File: config.mk
export PLATFORM = sky130hd
export DESIGN_NAME = mem_line_ctrl
export DESIGN_NICKNAME = d
export VERILOG_FILES = /design/src/rtl/mem_line_pkg.sv /design/src/rtl/line_beat_ctr.sv /design/src/rtl/mem_line_ctrl.sv
export SDC_FILE = /design/constraint.sdc
export NUM_CORES = 1
export LEC_CHECK = 0
export ABC_AREA = 1
export ABC_CLOCK_PERIOD_IN_PS = 10800
export CORE_MARGIN = 5
export CORE_UTILIZATION = 38
export DETAILED_ROUTE_END_ITERATION = 12
export PLACE_DENSITY = 0.72
export SLEW_MARGIN = 20
export SYNTH_ARGS = -nofsm -noshare
export SYNTH_HDL_FRONTEND = slang
export SYNTH_HIERARCHICAL = 1
export SYNTH_SLANG_ARGS = --single-unit
File: constraint.sdc
create_clock -name clk -period 10.8 [get_ports clk]
set_clock_uncertainty 0.2 [all_clocks]
set_input_delay 1.08 -clock clk [delete_from_list [all_inputs] [get_ports clk]]
set_output_delay 1.08 -clock clk [all_outputs]
set_load 0.01 [all_outputs]
File: src/rtl/mem_line_pkg.sv
// Shared types and helpers for the cache-line burst sequencer.
// The FSM state encoding and the line-base mask live here so that the top level and its counter use the same definitions.
package mem_line_pkg;

  typedef enum logic [1:0] {
    IDLE  = 2'd0,
    READ  = 2'd1,
    WRITE = 2'd2,
    RESP  = 2'd3
  } line_state_t;

  localparam int WORD_BYTES = 4;
  localparam int WORD_BITS  = 32;

  // Clears the in-line offset bits. Callers truncate the result to their own address width.
  function automatic logic [63:0] line_base_mask(input int words);
    return ~(64'(words * WORD_BYTES) - 64'd1);
  endfunction

endpackage

File: src/rtl/line_beat_ctr.sv
// Beat counter for one line burst.
// Holds the beat count k and the start word s, and derives from them the wrapped word index and the beat byte address.
module line_beat_ctr
  import mem_line_pkg::*;
#(
  parameter int WORDS = 4,
  parameter int AW    = 32
) (
  input  logic                       clk,
  input  logic                       reset,
  input  logic                       i_load,
  input  logic [$clog2(WORDS)-1:0]   i_start,
  input  logic                       i_en,
  input  logic [AW-1:0]              i_base,
  output logic [$clog2(WORDS)-1:0]   o_word,
  output logic [AW-1:0]              o_addr,
  output logic                       o_last_beat
);

  localparam int LW = $clog2(WORDS);
  localparam int OB = $clog2(WORD_BYTES);

  logic [LW-1:0] r_k;
  logic [LW-1:0] r_s;

  always_ff @(posedge clk or posedge reset) begin
    if (reset) begin
      r_k <= '0;
      r_s <= '0;
    end else if (i_load) begin
      r_k <= '0;
      r_s <= i_start;
    end else if (i_en) begin
      r_k <= r_k + 1'b1;
    end
  end

  // The LW-bit add wraps inside the line. The base has its offset bits cleared, so OR-ing in the offset can never carry into the line address.
  assign o_word      = r_s + r_k;
  assign o_addr      = i_base | AW'({o_word, OB'(0)});
  assign o_last_beat = (r_k == LW'(WORDS - 1));

endmodule

File: src/rtl/mem_line_ctrl.sv
// Cache-line burst sequencer: one line fill or writeback becomes WORDS single-word memory beats.
// Fills are issued critical-word-first and wrap within the line; the line is returned on a valid/ready response.
module mem_line_ctrl
  import mem_line_pkg::*;
#(
  parameter int WORDS = 4,
  parameter int AW    = 32
) (
  input  logic                  clk,
  input  logic                  reset,
  input  logic                  req_valid,
  output logic                  req_ready,
  input  logic                  req_write,
  input  logic [AW-1:0]         req_addr,
  input  logic [WORDS*32-1:0]   req_wdata,
  output logic                  resp_valid,
  input  logic                  resp_ready,
  output logic [WORDS*32-1:0]   resp_rdata,
  output logic                  HSEL,
  output logic                  re,
  output logic                  we,
  output logic [AW-1:0]         a,
  output logic [31:0]           wd,
  input  logic [31:0]           rd,
  input  logic                  Valid
);

  localparam int LW = $clog2(WORDS);
  localparam int OB = $clog2(WORD_BYTES);

  line_state_t                         r_state;
  line_state_t                         w_next;
  logic [AW-1:0]                       r_base;
  logic [WORDS-1:0][WORD_BITS-1:0]     r_buf;

  logic                                w_accept;
  logic                                w_busy;
  logic                                w_beat_done;
  logic [AW-1:0]                       w_mask;
  logic [LW-1:0]                       w_start;
  logic [LW-1:0]                       w_word;
  logic [AW-1:0]                       w_beat_addr;
  logic                                w_last;

  assign w_mask      = AW'(line_base_mask(WORDS));
  assign w_accept    = (r_state == IDLE) && req_valid;
  assign w_busy      = (r_state == READ) || (r_state == WRITE);
  assign w_beat_done = w_busy && Valid;
  // Writebacks always start at word 0; only fills go critical-word-first.
  assign w_start     = req_write ? '0 : req_addr[LW+OB-1:OB];

  line_beat_ctr #(
    .WORDS (WORDS),
    .AW    (AW)
  ) u_ctr (
    .clk         (clk),
    .reset       (reset),
    .i_load      (w_accept),
    .i_start     (w_start),
    .i_en        (w_beat_done),
    .i_base      (r_base),
    .o_word      (w_word),
    .o_addr      (w_beat_addr),
    .o_last_beat (w_last)
  );

  always_ff @(posedge clk or posedge reset) begin
    if (reset) r_state <= IDLE;
    else       r_state <= w_next;
  end

  // Memory-side outputs decode from registered state only, so req_* has no combinational path to them.
  always_comb begin
    w_next     = r_state;
    req_ready  = 1'b0;
    resp_valid = 1'b0;
    HSEL       = 1'b0;
    re         = 1'b0;
    we         = 1'b0;
    a          = '0;
    wd         = '0;
    case (r_state)
      IDLE: begin
        req_ready = 1'b1;
        if (req_valid) w_next = req_write ? WRITE : READ;
      end
      READ: begin
        HSEL = 1'b1;
        re   = 1'b1;
        a    = w_beat_addr;
        if (Valid && w_last) w_next = RESP;
      end
      WRITE: begin
        HSEL = 1'b1;
        we   = 1'b1;
        a    = w_beat_addr;
        wd   = r_buf[w_word];
        if (Valid && w_last) w_next = RESP;
      end
      RESP: begin
        resp_valid = 1'b1;
        if (resp_ready) w_next = IDLE;
      end
      default: w_next = IDLE;
    endcase
  end

  always_ff @(posedge clk or posedge reset) begin
    if (reset) begin
      r_base <= '0;
      r_buf  <= '0;
    end else if (w_accept) begin
      r_base <= req_addr & w_mask;
      if (req_write) r_buf <= req_wdata;
    end else if ((r_state == READ) && Valid) begin
      r_buf[w_word] <= rd;
    end
  end

  assign resp_rdata = r_buf;

endmodule

==> results.md <==
- Hold-fix buffers at CTS: 0
- Final Hold Fails: 0
- H-Tree Depth: 4
- Hold Crit Start: r_base[24]
- Post-CTS Resized: 0
- Drt initial violations: about 940
- Yosys top cell area share: 0.427
- Avg Cell Area, Syn: roughly 6.6 um2
- Max_cap viols: 0
- Reg2Reg Depth: 11
- Die Span Y: ~170 um
- Peak supply drop: about 0.15 mV
- Die extent in x: 168 um
- # clock sinks: 162
- Setup Slack @ Placement: 5.59 ns
- WL/cell: 19.5 um
- Synthesized area: approximately 9500 um2
- TNS Setup: 0 ns
- Clock period minus worst slack: 5.49 ns
- Root Driver: clkbuf_16
- Crit Reg-Reg Endpoint: resp_rdata[123]
- Worst slew pin tran: around 1.2 ns
- Hold WC Path Type: register to register
- Row count: between 50 and 60
- Fmax achieved: 182 MHz
- Hold EP: r_base[24]
- Final setup fails: 0
- Clk buf depth: 2
- Gate Count Post-Synth: between 1,000 and 1,500
- Worst setup SP type: register
- Layout cells sized above 1: 0.0347
- Via count: 10,800
- CTS tree: yes
- Async SR Flop Fraction: 1.00
- Total GRT Usage: 0.278
- Postcts setup bufs: 0
- FF+latch count, synth: between 150 and 200
- GP Congestion: 0.878
- CTS clock-pin slew for the worst setup and hold paths: 0.07 ns
- Synth area leader: dfrtp_1
- Hpwl dp: roughly 27,000 um
- Final Total Pwr: 0.00418 W
- # IOs: 395
- Crit path arrival time: 4.21 ns
- Total global routing overflow: 0
- Vias per inst: 5.18
- Leak: 6.90 nW
- Synth warn: 6
- Slew margin rel.: 0.222
- Detailed Routing Iterations Pass 1: 7
- First-pass GRT wire length: slightly above 60,000 um
- WHS Path Cells: 2
- Largest net degree at the start of global routing: between 90 and 100
- Fin crit share: 0.509
- Post-synth EDFFs: 0
- Most numerous cell in the Yosys netlist: nand2_1
- Vias in the first global route: 10,500
- Final WS setup: 5.31 ns
- RSZ-0062 raised after global routing: false
- Clock buffer count from CTS: 17
- Yosys cell types: 18
- Layout area overhead: 46.7%
- Worst-path fanout max: 37
- Max Slew Vio Count: 0
- Initial Utilization: 0.388
- Reg2reg setup slack: around 5.6 ns
- Synth cell count leaders: nand2_1, nand3_1, dfrtp_1
- Setup crit end kind: output port
- Power per cell area: 300 nW/um2
- Worst path required time: 9.52 ns
- DRC: 0
- Top FF cell, synth: dfrtp_1
- Outcome: complete, no violations
- Post-synthesis sequential area ratio: 0.427
- Clk_lat worst skew: between 0.4 and 0.5 ns
- Port bufs: just under 400
- Post-route ant nets: 0
- Core Region: roughly 24,000 um2
- Initial antenna violation count: 5
- CP Class: register to output port
- Final wirelength: a little over 40,000 um
- RR Startpoint: u_ctr/r_k[0]
- Largest cells by area after synthesis: dfrtp_1, nand2_1, nand3_1, o21ai_0, nor2_1
- Die area: around 28,000 um2
- Final nets: a little under 2,000
==> where the power goes <==
part           internal (W)  switching, W
Sequential         0.000876      0.000216
Clock              0.000352      0.000274
Combinational      0.000971       0.00149
Total               0.00220       0.00198
==> per-layer routing <==
metal,global-route usage,up-vias,share of wire
met5,0,-,0
met4,0.111,0,0.033
met3,0.0725,87,0.10
met2,0.453,577,0.47
met1,0.352,5037,0.40
li1,-,5101,-
==> how the worst max path moves through the flow <==
stage | startpoint | endpoint | slack, ns
final | u_ctr/r_k[0] | wd[11] | 5.31
after global routing | u_ctr/r_k[0] | wd[25] | 5.08
after CTS | u_ctr/r_k[0] | wd[30] | 5.29
after detailed placement | u_ctr/r_k[0] | resp_rdata[123] | 5.59
after global placement | u_ctr/r_k[0] | resp_rdata[127] | 5.64
after floorplan | reset | r_base[10] | 5.26
==> sequential cells by signal, summed over array words and instances (netlist names) <==
register	count
r_base	28
r_state	2
resp_rdata	128
u_ctr/r_k	2
u_ctr/r_s	2
==> worst max-delay path: stages (launching register included) <==
cell and delay [ns]:
dfrtp_1 0.41, ha_1 0.23, inv_1 0.06, nand2_1 0.07
nand2_2 0.05, buf_4 0.48, nand2_2 0.67, inv_2 0.83
nand2_1 0.10, nand2_1 0.09, nor2_1 0.04, nor2_1 0.16
clkdlybuf4s50_1 0.59
==> cell usage in the layout, fill, tap and decap left out, types with 2 or more instances in the layout <==
cell and count:
clkdlybuf4s50_1 390, nor2_4 2, inv_2 2, bufinv_16 2, dfrtp_1 162, conb_1 4
nor2_1 70, nand3_2 4, o21ai_0 132, clkbuf_16 17, inv_1 50, inv_6 2
inv_8 2, nand3_1 163, clkinv_2 2, nand2_2 7, diode_2 5, clkinv_4 5
nand2_1 713, ha_1 7, buf_4 11
==> stage by stage <==
stage	instances	cell area, um2	utilization	hold WS (ns)
floorplan	1450	9500	-	0.246
detailed placement	2048	13300	0.544	0.267
finish	2085	13900	0.569	0.279
CTS	2080	13900	0.569	0.286
global placement	2048	13300	0.544	0.261
global route	2085	13900	0.569	0.297
==> kinds of logic (layout without fill, tap and decap cells) <==
logic type	after synthesis	in the layout	share of synthesized area
and+or+nand+nor	962	962	0.404
buffers and inverters	181	487	0.0887
DFF	162	162	0.427
AOI/OAI and AO/OA	133	133	0.0701
adders and majority gates	7	7	0.00923
other	1	9	0.000395
xor gates and xnor gates	1	1	0.000923
==> area by class of cell <==
class                      count  area (um2)
fill                        2381       10500
timing repair buffer         401        3990
clock inverter                13         153
antenna                        5        12.5
tap                          324         405
clock buffer                  19         443
sequential                   162        4050
multi-input combinational   1107        4660
inverter                      54         210
Power figures use the tool's default switching activity.
